File: config.mk
export PLATFORM = sky130hd
export DESIGN_NAME = wts_envelope_channel_sequencer_flat
export DESIGN_NICKNAME = d
export VERILOG_FILES = /design/src/rtl/wts_envelope_pkg.sv /design/src/rtl/wts_envelope_channel_sequencer_if.sv /design/src/rtl/wts_envelope_context_ram.sv /design/src/rtl/wts_envelope_channel_sequencer.sv /design/src/flat_wrapper.sv
export SDC_FILE = /design/constraint.sdc
export NUM_CORES = 1
export LEC_CHECK = 0
export ABC_AREA = 1
export CAP_MARGIN = 5
export CELL_PAD_IN_SITES_DETAIL_PLACEMENT = 0
export CELL_PAD_IN_SITES_GLOBAL_PLACEMENT = 1
export CORE_ASPECT_RATIO = 1.1
export CORE_UTILIZATION = 44
export CTS_CLUSTER_DIAMETER = 60
export DETAILED_ROUTE_END_ITERATION = 16
export PLACE_DENSITY_LB_ADDON = 0.1
export SYNTH_ARGS = -nofsm -noshare
export SYNTH_HDL_FRONTEND = slang
export SYNTH_HIERARCHICAL = 1
export SYNTH_SLANG_ARGS = --single-unit
export TNS_END_PERCENT = 50
File: constraint.sdc
create_clock -name clk -period 2.1 [get_ports clk]
set_input_delay 0.42 -clock clk [delete_from_list [all_inputs] [get_ports clk]]
set_output_delay 0.42 -clock clk [all_outputs]
set_load 0.01 [all_outputs]
File: src/rtl/wts_envelope_pkg.sv
// Shared definitions for the envelope channel sequencer slice.
// Contents: envelope state encodings, CPU key command codes, context field
// widths and the packed per-channel context record.
package wts_envelope_pkg;

  localparam int CNT_W    = 20;
  localparam int LVL_W    = 7;
  localparam int ST_W     = 3;
  localparam int CTX_W    = CNT_W + ST_W + LVL_W;
  localparam int LVL_FULL = 64;

  typedef enum logic [ST_W-1:0] {
    ST_IDLE    = 3'd0,
    ST_ATTACK  = 3'd1,
    ST_DECAY   = 3'd2,
    ST_SUSTAIN = 3'd3,
    ST_RELEASE = 3'd4
  } eg_state_e;

  typedef enum logic [1:0] {
    KEY_NONE    = 2'd0,
    KEY_ON      = 2'd1,
    KEY_RELEASE = 2'd2,
    KEY_OFF     = 2'd3
  } key_cmd_e;

  // State is kept as raw bits: the datapath owns its meaning and the
  // sequencer stores whatever comes back.
  typedef struct packed {
    logic [CNT_W-1:0] counter;
    logic [ST_W-1:0]  state;
    logic [LVL_W-1:0] level;
  } eg_ctx_t;

endpackage

File: src/rtl/wts_envelope_channel_sequencer_if.sv
// Signal bundle between the channel sequencer and its surroundings
// (CPU key port, envelope datapath, mixer level publish).
// Modports:
//   master - the sequencer: takes active/key commands/datapath results,
//            drives slot context, key pulses, slot_ch and published level.
//   slave  - the environment side (CPU, datapath, mixer).
interface wts_envelope_channel_sequencer_if #(
  parameter int CH_BITS = 3
);
  import wts_envelope_pkg::*;

  logic               active;
  logic               key_wr;
  logic [CH_BITS-1:0] key_ch;
  logic [1:0]         key_cmd;

  logic               eg_key_on;
  logic               eg_key_release;
  logic               eg_key_off;
  logic [CNT_W-1:0]   eg_counter_in;
  logic [ST_W-1:0]    eg_state_in;
  logic [LVL_W-1:0]   eg_level_in;
  logic [CNT_W-1:0]   eg_counter_out;
  logic [ST_W-1:0]    eg_state_out;
  logic [LVL_W-1:0]   eg_level_out;

  logic [CH_BITS-1:0] slot_ch;
  logic               env_valid;
  logic [CH_BITS-1:0] env_ch;
  logic [LVL_W-1:0]   env_level;

  modport master (
    input  active, key_wr, key_ch, key_cmd,
    input  eg_counter_out, eg_state_out, eg_level_out,
    output eg_key_on, eg_key_release, eg_key_off,
    output eg_counter_in, eg_state_in, eg_level_in,
    output slot_ch, env_valid, env_ch, env_level
  );

  modport slave (
    output active, key_wr, key_ch, key_cmd,
    output eg_counter_out, eg_state_out, eg_level_out,
    input  eg_key_on, eg_key_release, eg_key_off,
    input  eg_counter_in, eg_state_in, eg_level_in,
    input  slot_ch, env_valid, env_ch, env_level
  );

endinterface

File: src/rtl/wts_envelope_context_ram.sv
// Per-channel envelope context store: CHANNELS entries of CTX_W bits,
// one asynchronous read port and one synchronous write port, cleared on reset.
// Ports: clk, nreset, wr_en/wr_addr/wr_data (write), rd_addr/rd_data (read).
module wts_envelope_context_ram
  import wts_envelope_pkg::*;
#(
  parameter int CHANNELS = 8,
  parameter int CH_BITS  = 3
) (
  input  logic               clk,
  input  logic               nreset,
  input  logic               wr_en,
  input  logic [CH_BITS-1:0] wr_addr,
  input  logic [CTX_W-1:0]   wr_data,
  input  logic [CH_BITS-1:0] rd_addr,
  output logic [CTX_W-1:0]   rd_data
);

  logic [CTX_W-1:0] mem [CHANNELS];

  always_ff @(posedge clk or negedge nreset) begin
    if (!nreset) begin
      for (int i = 0; i < CHANNELS; i++) mem[i] <= '0;
    end else if (wr_en && (int'(wr_addr) < CHANNELS)) begin
      mem[wr_addr] <= wr_data;
    end
  end

  always_comb begin
    rd_data = '0;
    if (int'(rd_addr) < CHANNELS) rd_data = mem[rd_addr];
  end

endmodule

File: src/rtl/wts_envelope_channel_sequencer.sv
// Time-multiplexed front/back end for the per-channel ADSR envelope datapath.
// Scans channels round-robin on active cycles, presents the slot channel's
// stored context and pending key command, writes the datapath result back and
// publishes the new level one cycle later.
// Ports: clk, nreset (async active-low), bus (master side of the sequencer
// interface: key port, datapath in/out, slot_ch, env publish).
module wts_envelope_channel_sequencer
  import wts_envelope_pkg::*;
#(
  parameter int CHANNELS = 8,
  parameter int CH_BITS  = 3
) (
  input  logic clk,
  input  logic nreset,
  wts_envelope_channel_sequencer_if.master bus
);

  if ((2 ** CH_BITS) < CHANNELS) begin : g_bad_width
    $error("CH_BITS too narrow for CHANNELS");
  end

  logic [CH_BITS-1:0] slot_ch;
  key_cmd_e           pending [CHANNELS];
  key_cmd_e           slot_pend;
  eg_ctx_t            rd_ctx;
  eg_ctx_t            wr_ctx;

  assign wr_ctx = '{counter: bus.eg_counter_out,
                    state:   bus.eg_state_out,
                    level:   bus.eg_level_out};

  wts_envelope_context_ram #(
    .CHANNELS (CHANNELS),
    .CH_BITS  (CH_BITS)
  ) u_ctx_ram (
    .clk     (clk),
    .nreset  (nreset),
    .wr_en   (bus.active),
    .wr_addr (slot_ch),
    .wr_data (wr_ctx),
    .rd_addr (slot_ch),
    .rd_data (rd_ctx)
  );

  // A CPU write to the slot being processed takes priority over the slot's
  // clear, so a colliding command is carried to the next visit.
  always_ff @(posedge clk or negedge nreset) begin
    if (!nreset) begin
      for (int i = 0; i < CHANNELS; i++) pending[i] <= KEY_NONE;
    end else begin
      for (int i = 0; i < CHANNELS; i++) begin
        if (bus.key_wr && (bus.key_ch == CH_BITS'(i)))
          pending[i] <= key_cmd_e'(bus.key_cmd);
        else if (bus.active && (slot_ch == CH_BITS'(i)))
          pending[i] <= KEY_NONE;
      end
    end
  end

  always_ff @(posedge clk or negedge nreset) begin
    if (!nreset) begin
      slot_ch       <= '0;
      bus.env_valid <= 1'b0;
      bus.env_ch    <= '0;
      bus.env_level <= '0;
    end else begin
      bus.env_valid <= bus.active;
      if (bus.active) begin
        bus.env_ch    <= slot_ch;
        bus.env_level <= bus.eg_level_out;
        slot_ch       <= (slot_ch == CH_BITS'(CHANNELS - 1)) ? '0
                                                             : slot_ch + CH_BITS'(1);
      end
    end
  end

  always_comb begin
    slot_pend = KEY_NONE;
    if (int'(slot_ch) < CHANNELS) slot_pend = pending[slot_ch];
  end

  always_comb begin
    bus.eg_key_on      = bus.active && (slot_pend == KEY_ON);
    bus.eg_key_release = bus.active && (slot_pend == KEY_RELEASE);
    bus.eg_key_off     = bus.active && (slot_pend == KEY_OFF);
  end

  assign bus.eg_counter_in = rd_ctx.counter;
  assign bus.eg_state_in   = rd_ctx.state;
  assign bus.eg_level_in   = rd_ctx.level;
  assign bus.slot_ch       = slot_ch;

endmodule

File: src/flat_wrapper.sv
// flat-port wrapper written by rule: the top's interface ports become plain ports
module wts_envelope_channel_sequencer_flat import wts_envelope_pkg::*;
#(
  parameter int CHANNELS = 8,
  parameter int CH_BITS  = 3
)
  (clk, nreset, bus_active, bus_key_wr, bus_key_ch, bus_key_cmd, bus_eg_counter_out, bus_eg_state_out, bus_eg_level_out, bus_eg_key_on, bus_eg_key_release, bus_eg_key_off, bus_eg_counter_in, bus_eg_state_in, bus_eg_level_in, bus_slot_ch, bus_env_valid, bus_env_ch, bus_env_level);
  wts_envelope_channel_sequencer_if #(.CH_BITS(CH_BITS)) bus_i ();
  input  logic clk;
  input  logic nreset;
  input wire logic [$bits(bus_i.active)-1:0] bus_active;
  input wire logic [$bits(bus_i.key_wr)-1:0] bus_key_wr;
  input wire logic [$bits(bus_i.key_ch)-1:0] bus_key_ch;
  input wire logic [$bits(bus_i.key_cmd)-1:0] bus_key_cmd;
  input wire logic [$bits(bus_i.eg_counter_out)-1:0] bus_eg_counter_out;
  input wire logic [$bits(bus_i.eg_state_out)-1:0] bus_eg_state_out;
  input wire logic [$bits(bus_i.eg_level_out)-1:0] bus_eg_level_out;
  output wire logic [$bits(bus_i.eg_key_on)-1:0] bus_eg_key_on;
  output wire logic [$bits(bus_i.eg_key_release)-1:0] bus_eg_key_release;
  output wire logic [$bits(bus_i.eg_key_off)-1:0] bus_eg_key_off;
  output wire logic [$bits(bus_i.eg_counter_in)-1:0] bus_eg_counter_in;
  output wire logic [$bits(bus_i.eg_state_in)-1:0] bus_eg_state_in;
  output wire logic [$bits(bus_i.eg_level_in)-1:0] bus_eg_level_in;
  output wire logic [$bits(bus_i.slot_ch)-1:0] bus_slot_ch;
  output wire logic [$bits(bus_i.env_valid)-1:0] bus_env_valid;
  output wire logic [$bits(bus_i.env_ch)-1:0] bus_env_ch;
  output wire logic [$bits(bus_i.env_level)-1:0] bus_env_level;
  assign bus_i.active = bus_active;
  assign bus_i.key_wr = bus_key_wr;
  assign bus_i.key_ch = bus_key_ch;
  assign bus_i.key_cmd = bus_key_cmd;
  assign bus_i.eg_counter_out = bus_eg_counter_out;
  assign bus_i.eg_state_out = bus_eg_state_out;
  assign bus_i.eg_level_out = bus_eg_level_out;
  assign bus_eg_key_on = bus_i.eg_key_on;
  assign bus_eg_key_release = bus_i.eg_key_release;
  assign bus_eg_key_off = bus_i.eg_key_off;
  assign bus_eg_counter_in = bus_i.eg_counter_in;
  assign bus_eg_state_in = bus_i.eg_state_in;
  assign bus_eg_level_in = bus_i.eg_level_in;
  assign bus_slot_ch = bus_i.slot_ch;
  assign bus_env_valid = bus_i.env_valid;
  assign bus_env_ch = bus_i.env_ch;
  assign bus_env_level = bus_i.env_level;
  wts_envelope_channel_sequencer #(.CHANNELS(CHANNELS), .CH_BITS(CH_BITS)) u_core (.clk(clk), .nreset(nreset), .bus(bus_i));
endmodule
== After elaboration in Yosys (flattened, before gate mapping) ==
Index checks and enable logic that the tools add are counted.

* Order comparisons: 2
* Add/subtract/negate cells: 1
* Divide/modulo/power cells: 0
* Reduce and logical (&&, ||, !) cells: 30
* Mux-type cells: 26
* Bitwise operators: 1
* Eq/ne operators: 17
* $mul: 0
* Shift-type cells: 0

{| class="wikitable"
|+ Operators with widths
! operator !! count
|-
| 240-bit bitwise mux || 1
|-
| 30-bit binary-select mux with 3-bit select || 1
|-
| 30-bit demux with 3-bit select || 1
|-
| 30-bit 2-to-1 mux || 3
|-
| 2-bit 2-to-1 mux || 18
|-
| 3-bit equality test (second input constant) || 8
|-
| 1-bit logical AND || 20
|-
| 2-bit nonzero test || 8
|-
| 3-bit by 2-bit equality test with 1-bit output (second input constant) || 4
|-
| 2-bit binary-select mux with 3-bit select || 1
|-
| 3-bit by 1-bit equality test with 1-bit output (second input constant) || 2
|-
| 3-bit logical NOT || 2
|-
| 2-bit equality test (second input constant) || 2
|-
| 4-bit >= comparator (second input constant) || 1
|-
| 4-bit by 1-bit < comparator with 1-bit output (second input constant) || 1
|-
| 3-bit inverter with 4-bit output || 1
|-
| 3-bit by 1-bit adder with 3-bit output (second input constant) || 1
|-
| 3-bit 2-to-1 mux || 1
|-
| 2-bit by 1-bit equality test with 1-bit output (second input constant) || 1
|}

* Output and inout port bits: 47
* Bits in writable memories: 0
* Bits in read-only memories: 0
* Memories: 0
* Word-level logic and storage cells: 97
* Flip-flop bits (word level): 270
* Latch bits: 0
* Input bits: 39

== Logic depth before layout (Yosys ltp) ==
Gate-level depths: netlist of the first run.

* Word-level depth: 6
* Gate-level depth with buffers: 9
* Mapped depth without buffers: 7

== Hierarchy ==
The synthesis of the first run kept the hierarchy.

{| class="wikitable"
|+ Modules (own cells, without submodules)
! module !! instances !! area each (um2) !! seq. area each (um2) !! cells an instance
|-
| wts_envelope_context_ram || 1 || 11656.2 || 6005.8 || 1613
|-
| wts_envelope_channel_sequencer || 1 || 1577.8 || 750.7 || 190
|}

== Worst setup path after synthesis of the first run ==
No wires, ideal clock.

* Path kind: register to output
* From: register u_core.slot_ch[1], in the netlist u_core/bus.slot_ch[1]
* To: output bus_eg_counter_in[0]
* Cell stages (with the launch flop): 8
* Arrival: 1404 ps
* Path slack: 276 ps
* Path buffers: 2
* Data required time: 1680 ps
* Cell sequence: dfrtp_1 buf_2 clkinv_1 clkbuf_1 nand3_1 nand2_1 nand2_1 nand2_1

* Word-level cells in the longest chain between the ends: 4

{| class="wikitable"
|+ Ends and longest elaborated chain
! item !! RTL line !! RTL
|-
| start: declaration || wts_envelope_channel_sequencer.sv:22 || <nowiki>logic [CH_BITS-1:0] slot_ch;</nowiki>
|-
| start signal: assignment || wts_envelope_channel_sequencer.sv:71 || <nowiki>slot_ch <= (slot_ch == CH_BITS'(CHANNELS - 1)) ? '0</nowiki>
|-
| 3-bit inverter with 4-bit output (not written as such) || wts_envelope_context_ram.sv:31 || <nowiki>if (int'(rd_addr) < CHANNELS) rd_data = mem[rd_addr];</nowiki>
|-
| 30-bit binary-select mux with 3-bit select || wts_envelope_context_ram.sv:31 ||
|-
| 30-bit 2-to-1 mux (not written as such) (2 in series) || wts_envelope_context_ram.sv:31 ||
|-
| end: declaration || flat_wrapper.sv:21 || <nowiki>output wire logic [$bits(bus_i.eg_counter_in)-1:0] bus_eg_counter_in;</nowiki>
|}

Every way passes these cells. The select of a mux whose other input is x is not followed.

== Worst setup path in the final report of the first run ==
* From: register u_core.slot_ch[0], in the netlist u_core/bus.slot_ch[0]
* To: output bus_eg_counter_in[6]

Same word-level chain as after synthesis.

==> impl_metrics.py, run 1 <==
metrics = {
    "floorplanning": {
        "fp.dieH_um": 184,
        "std_cell_rows": 66,
        "ios": 86,
        "die-area_um2": 30800,
        "fp.dieW_um": 167,
        "coreArea_um2": 29600,
        "start_util_pct": 44.8,
    },
    "global_route": {
        "grt_usage_pct": 24.3,
        "grt_pass1_wl_mm": 59.4,
        "overflow": 0,
        "grt_pass1_vias": 11078,
        "grt_max_degree": 88,
        "antenna_found_initial": 2,
    },
    "synth": {
        "synth_cells": 1803,
        "seq_area_frac_synth_pct": 51.1,
        "synth.top_cell.area_share_pct": 51.1,
        "synth_area_um2": 13200,
        "synth_cell_types": 22,
        "synth_area_leaders": "dfrtp_1, nand2_1, o21ai_0",
        "syn_avg_cell_area_um2": 7.34,
        "async_flop_share_pct": 100,
        "synth_ff_type": "dfrtp_1",
        "synth_most_common_cell": "nand2_1",
        "syn-num-nets": 1848,
        "synth_edf_count": 0,
        "yosysTopAreaCell": "dfrtp_1",
        "yosys_warnings": 6,
        "ys_seq_elements": 270,
        "ys_top_cells_by_count": "nand2_1, inv_1, dfrtp_1",
    },
    "timing": {
        "period_needed_ns": 2.43,
        "whs_ns": 0.312,
        "drv_slew": 0,
        "hold_violations": 0,
        "max_freq_mhz": 412,
        "setup_viol": 33,
        "finalCritPeriodShare_pct": 116,
        "tightest_slew_ns": 0.491,
        "fin_skew_ns": 0.00805,
        "setup_ws_ns": -0.328,
        "rsz0062_at_grt": "yes",
        "setup-tns-final_ns": -8.71,
        "slew_headroom_pct": 67.3,
    },
    "route": {
        "detail_route.first_pass.iterations": 7,
        "vias": 11352,
        "antenna_left": 0,
        "drc_errors": 0,
        "drt_iter0_drc": 650,
        "wl_per_cell_um": 16.1,
        "wl_mm": 37.1,
        "vias_per_cell": 4.92,
    },
    "pwr": {
        "max-vdd-ir-drop_mv": 0.848,
        "power_leakage_nw": 8.93,
        "internal_power_w": 0.0157,
        "p_sw_w": 0.00992,
        "sw_frac_of_total_pct": 38.7,
        "clkPwrFrac_pct": 21.8,
        "p_per_area_nw_per_um2": 1520,
        "total_power_w": 0.0256,
        "power_frac_seq_pct": 33.5,
        "combPwrFrac_pct": 44.7,
    },
    "setup_path": {
        "cpPeakStageDelay_ns": 0.52,
        "cp-end-kind": "output port",
        "critPathSlowestCell": "dfrtp_4",
        "cp_top_family": "buffers and inverters",
        "crit_fanout": 7,
        "path_buf_inv": 5,
        "critical_path.cell_chain": "clkinv_8, buf_12, buf_12, buf_6, nand2_4, nand3_2, nand2_2, nand2_2, nand2_2, buf_6",
        "crit_type": "flip-flop to output port",
        "required_ns": 1.68,
        "cpMostUsedCell": "nand2_2",
        "cp.arrival_ns": 2.01,
        "critPathLaunchType": "flip-flop",
    },
    "final_layout": {
        "areaGrowthSynthToFinish_pct": 27.3,
        "nets": 1955,
        "fillers": 2757,
        "drive_gt1_share_pct": 15.4,
    },
    "placement": {
        "io_buffers": 85,
        "dp_hpwl_mm": 21.8,
        "gp_congestion": 0.845,
    },
    "clock_tree": {
        "cts_htree_levels": 1,
        "clkTransAtPathRegs_ns": 0.06,
        "cts_buffers": 31,
        "clock-sinks": 270,
        "cts_buffer_depth": 3,
        "cts_tree": "built",
        "clk_latency_ns": 0.55,
        "cts_root_buf": "clkbuf_16",
    },
    "status": {
        "status": "finished with violations",
        "violations": "negative setup slack",
    },
    "flow_run": {
        "drv_cap": 0,
    },
    "min_path": {
        "hp-class": "input pin to asynchronous set/reset pin",
    },
}
-- worst reg2reg max path: cells and delay by family, from the launching register on --
family,cells,cell delay [ns]
buffers and inverters,4,0.73
DFF,1,0.56
and+or+nand+nor,2,0.21
AOI/OAI and AO/OA,1,0.21
-- per-stage QoR --
stage	instance area (um^2)	utilization, %	std cells	worst slack, ns
floorplan	13200	-	1803	0.276
global placement	15100	51.0	2230	-0.146
detailed placement	15100	51.0	2230	-0.130
CTS	16400	55.5	2300	-0.415
global route	16800	57.0	2308	-0.408
finish	16800	57.0	2309	-0.328
-- layout make-up --
type	count	area, um^2	share of cell area, %
flip-flops and latches	270	6760	40.2
multi-input cells	1127	5270	31.3
repair buffers	172	2090	12.4
inverters	308	1180	7.00
clock buffers	46	932	5.53
well taps	374	468	2.78
clock inverters	11	136	0.810
diodes	1	2.50	0.0149
-- flip-flops by register name (all words and copies together), names as in the netlist --
name,count
u_core/bus.env_level,7
u_core/bus.env_valid,1
u_core/bus.env_ch,3
u_core/bus.slot_ch,3
u_core/pending,16
u_core/u_ctx_ram/mem,240
-- what timing repair did --
| action | CTS | global route |
|---|---|---|
| hold buffers | 1 | 0 |
| setup buffers | 9 | 6 |
| pin swaps | 24 | 45 |
| hold endpoints to repair | 24 | 0 |
| gates resized for setup | 200 | 86 |
| gates cloned | 3 | 8 |
| setup endpoints to repair | 36 | 34 |
-- power groups by stage --
stage	clock network (W)	logic, W	registers (W)
2_1_floorplan	0	0.00643	0.00846
3_3_place_gp	0	0.0105	0.00858
3_5_place_dp	0	0.0106	0.00864
4_1_cts	0.00570	0.0109	0.00859
5_1_grt	0.00592	0.0129	0.00887
6_report	0.00558	0.0115	0.00859
-- kinds of logic (layout without fill, tap and decap cells) --
family	Yosys count	count (layout)	synth area share (%)
buffers and inverters	406	537	12.0
adders and majority gates	6	6	0.567
other	0	1	0
and+or+nand+nor	853	853	26.1
AOI/OAI and AO/OA	268	268	10.3
DFF	270	270	51.1
-- cells in the final DEF (no fill, tap or decap), types with 2 or more instances in the layout --
cell type,n
nor2_2,3
o21ai_0,233
bufinv_16,3
buf_8,4
nor2_1,8
nand3_1,101
dfrtp_1,267
buf_12,35
nand2_1,629
dfrtp_2,2
ha_1,6
o21ai_1,19
nand3_2,34
clkbuf_1,5
buf_4,29
buf_16,2
clkbuf_16,39
buf_6,17
nand2_2,62
inv_2,4
clkinv_2,6
o22ai_1,16
buf_2,24
clkbuf_8,10
nand2_4,14
dlygate4sd2_1,2
clkdlybuf4s50_1,48
inv_1,301
-- worst paths after layout --
kind | start | to | slack (ns) | cells past startpoint
setup / recovery | u_core/bus.slot_ch[0]$_DFFE_PN0P_ | bus_eg_counter_in[6] | -0.33 | 10
hold / removal | nreset | u_core/u_ctx_ram/mem[27]$_DFFE_PN0P_ | 0.31 | 2
setup reg to reg | u_core/bus.slot_ch[0]$_DFFE_PN0P_ | u_core/u_ctx_ram/mem[152]$_DFFE_PN0P_ | 0.31 | 7
hold reg to reg | u_core/bus.env_level[3]$_DFFE_PN0P_ | u_core/bus.env_level[3]$_DFFE_PN0P_ | 0.48 | 2
max in group asynchronous | nreset | u_core/u_ctx_ram/mem[133]$_DFFE_PN0P_ | 1.02 | 3
min in group clk | bus_eg_state_out[1] | u_core/u_ctx_ram/mem[8]$_DFFE_PN0P_ | 0.45 | 3
-- routing by layer --
layer | track usage, % | routed length, um
met5 | 0 | 13
met4 | 5.91 | 625
met3 | 3.44 | 1510
met2 | 40.4 | 17200
met1 | 33.3 | 17700
Power figures use the tool's default switching activity.
==> inputs of run 2 (changes only) <==
--- a/config.mk
+++ b/config.mk
@@ -14,6 +14,7 @@
 export CTS_CLUSTER_DIAMETER = 60
 export DETAILED_ROUTE_END_ITERATION = 16
 export PLACE_DENSITY_LB_ADDON = 0.1
+export SKIP_CTS_REPAIR_TIMING = 1
 export SYNTH_ARGS = -nofsm -noshare
 export SYNTH_HDL_FRONTEND = slang
 export SYNTH_HIERARCHICAL = 1
==> run 2 against run 1 <==
Effect of this change: the flow still finishes with violations (negative setup slack); flip-flop and latch count unchanged; worst setup slack improved by 0.0018 ns; sequential share of layout area increased by 0.96 points; sequential power about the same; clock-buffer cell count unchanged; final cell count decreased by 0.30%; critical path depth decreased by 1; global-route usage decreased by 0.71 points; fmax about the same; critical endpoint is now bus_eg_level_in[5]; clock skew decreased by 0.0019 ns.
==> impl_metrics.py, run 2 (synthesized netlist as in run 1, its figures left out) <==
metrics = {
    "route": {
        "antenna_left": 0,
        "wl_per_cell_um": 15.7,
        "vias": 11252,
        "drc_errors": 0,
        "detail_route.first_pass.iterations": 6,
        "vias_per_cell": 4.89,
        "wl_mm": 36.2,
        "drt_iter0_drc": 651,
    },
    "global_route": {
        "use_met2_pct": 39.5,
        "grt_busiest_layer": "met2",
        "grt_usage_pct": 23.6,
        "antenna_found_initial": 2,
        "grt_pass1_wl_mm": 58.0,
        "grt_max_degree": 88,
        "grt_pass1_vias": 10883,
        "overflow": 0,
        "gr-usage-met3_pct": 3.27,
        "met1_usage_pct": 32.8,
    },
    "pwr": {
        "combPwrFrac_pct": 43.1,
        "internal_power_w": 0.0153,
        "clkPwrFrac_pct": 22.4,
        "max-vdd-ir-drop_mv": 0.861,
        "p_per_area_nw_per_um2": 1510,
        "power_frac_seq_pct": 34.5,
        "power_leakage_nw": 8.81,
        "sw_frac_of_total_pct": 38.6,
        "p_sw_w": 0.00959,
    },
    "setup_path": {
        "cp-end-kind": "output port",
        "crit_type": "flip-flop to output port",
        "required_ns": 1.68,
        "cpPeakStageDelay_ns": 0.54,
        "cp_top_family": "buffers and inverters",
        "crit_fanout": 8,
        "critPathLaunchType": "flip-flop",
        "critPathSlowestCell": "dfrtp_4",
        "cpMostUsedCell": "nand2_1",
        "cp.arrival_ns": 2.01,
        "path_buf_inv": 4,
        "critical_path.cell_chain": "buf_6, clkbuf_16, clkbuf_16, nand2_2, nand3_1, nand2_1, nand2_1, nand2_1, buf_2",
    },
    "final_layout": {
        "final_core_util_pct": 55.6,
        "layout_commonest_cell": "nand2_1",
        "nets": 1948,
        "final_cells": 2302,
        "largest_register_ffs": 240,
        "drive_gt1_share_pct": 12.6,
        "reg_top3": "u_core/u_ctx_ram/mem (240), u_core/pending (16), u_core/bus.env_level (7)",
        "top_register": "u_core/u_ctx_ram/mem",
        "layout_common_cells": "nand2_1, inv_1, dfrtp_1",
        "areaGrowthSynthToFinish_pct": 24.3,
    },
    "floorplanning": {
        "std_cell_rows": 66,
        "die-area_um2": 30800,
        "start_util_pct": 44.8,
        "coreArea_um2": 29600,
        "fp.dieW_um": 167,
        "fp.dieH_um": 184,
        "ios": 86,
    },
    "timing": {
        "finalCritPeriodShare_pct": 116,
        "slew_headroom_pct": 65.5,
        "hold_violations": 0,
        "max_freq_mhz": 412,
        "fin_skew_ns": 0.00610,
        "rsz0062_at_grt": "yes",
        "setup_ws_ns": -0.326,
        "period_needed_ns": 2.43,
        "drv_slew": 0,
        "setup_viol": 34,
        "tightest_slew_ns": 0.518,
    },
    "clock_tree": {
        "clkTransAtPathRegs_ns": 0.06,
        "cts_buffer_depth": 3,
        "cts_root_buf": "clkbuf_16",
        "clock-sinks": 270,
        "cts_tree": "built",
        "cts_buffers": 31,
        "cts_htree_levels": 1,
        "clk_latency_ns": 0.55,
    },
    "flow_run": {
        "drv_cap": 0,
    },
    "placement": {
        "preCtsSetupSlack_ns": -0.130,
        "io_buffers": 85,
        "dp_hpwl_mm": 21.8,
        "dp.cells": 2230,
        "gp_congestion": 0.845,
    },
    "min_path": {
        "hp-class": "input pin to asynchronous set/reset pin",
    },
    "status": {
        "violations": "negative setup slack",
        "status": "finished with violations",
    },
}
[run 2: changes by cell type in the layout (fill, tap and decap cells not counted), moves of 12 or more]
cell / previous run / this run
nand2_1: 629 / 663
clkbuf_2: 1 / 17
nand2_2: 62 / 37
buf_2: 24 / 12
nand3_1: 101 / 113
nand3_2: 34 / 22
[run 2: final timing paths]
kind | endpoint | slack [ns] | from | cells after the start
max reg2reg | u_core/u_ctx_ram/mem[84]$_DFFE_PN0P_ | 0.28 | u_core/bus.slot_ch[0]$_DFFE_PN0P_ | 8
min | u_core/u_ctx_ram/mem[27]$_DFFE_PN0P_ | 0.31 | nreset | 2
max in group asynchronous | u_core/u_ctx_ram/mem[138]$_DFFE_PN0P_ | 1.00 | nreset | 3
min in group clk | u_core/u_ctx_ram/mem[8]$_DFFE_PN0P_ | 0.45 | bus_eg_state_out[1] | 3
max | bus_eg_level_in[5] | -0.33 | u_core/bus.slot_ch[0]$_DFFE_PN0P_ | 9
min reg2reg | u_core/bus.env_level[3]$_DFFE_PN0P_ | 0.48 | u_core/bus.env_level[3]$_DFFE_PN0P_ | 2
[run 2: area by class of cell]
cell class | count | area (um^2)
Antenna cell | 1 | 2.50
Clock buffer | 46 | 932
Clock inverter | 11 | 136
Fill cell | 2806 | 13100
Inverter | 308 | 1180
Multi-Input combinational cell | 1127 | 5090
Sequential cell | 270 | 6760
Tap cell | 374 | 468
Timing Repair Buffer | 165 | 1880
[run 2: power groups by stage]
stage | Clock [W] | Sequential, W | Combinational, W
global placement | 0 | 0.00858 | 0.0105
detailed placement | 0 | 0.00864 | 0.0106
global route | 0.00592 | 0.00887 | 0.0122
floorplan | 0 | 0.00846 | 0.00643
CTS | 0.00570 | 0.00857 | 0.0107
finish | 0.00557 | 0.00859 | 0.0107
[run 2: per-stage QoR]
step                hold slack [ns]  TNS, ns  cell area, um^2  total power (W)
CTS                          -0.296   -23.04            16100           0.0249
detailed placement            0.293   -13.50            15100           0.0192
finish                        0.313    -8.53            16500           0.0249
global placement              0.296   -13.12            15100           0.0191
floorplan                     0.124        0            13200           0.0149
global route                  0.310   -12.00            16400           0.0270
[run 2: worst reg2reg max path: stages, from the launching register on]
cell,delay (ns)
dfrtp_4,0.54
buf_6,0.15
buf_4,0.13
buf_8,0.13
nand2_1,0.12
inv_1,0.11
nand2_2,0.12
buf_12,0.25
o21ai_0,0.14
[run 2: per-layer routing]
layer	share of wire, %	vias up
met2	47	237
met5	0.036	-
met4	1.8	2
li1	-	5686
met1	47	5277
met3	4.7	50
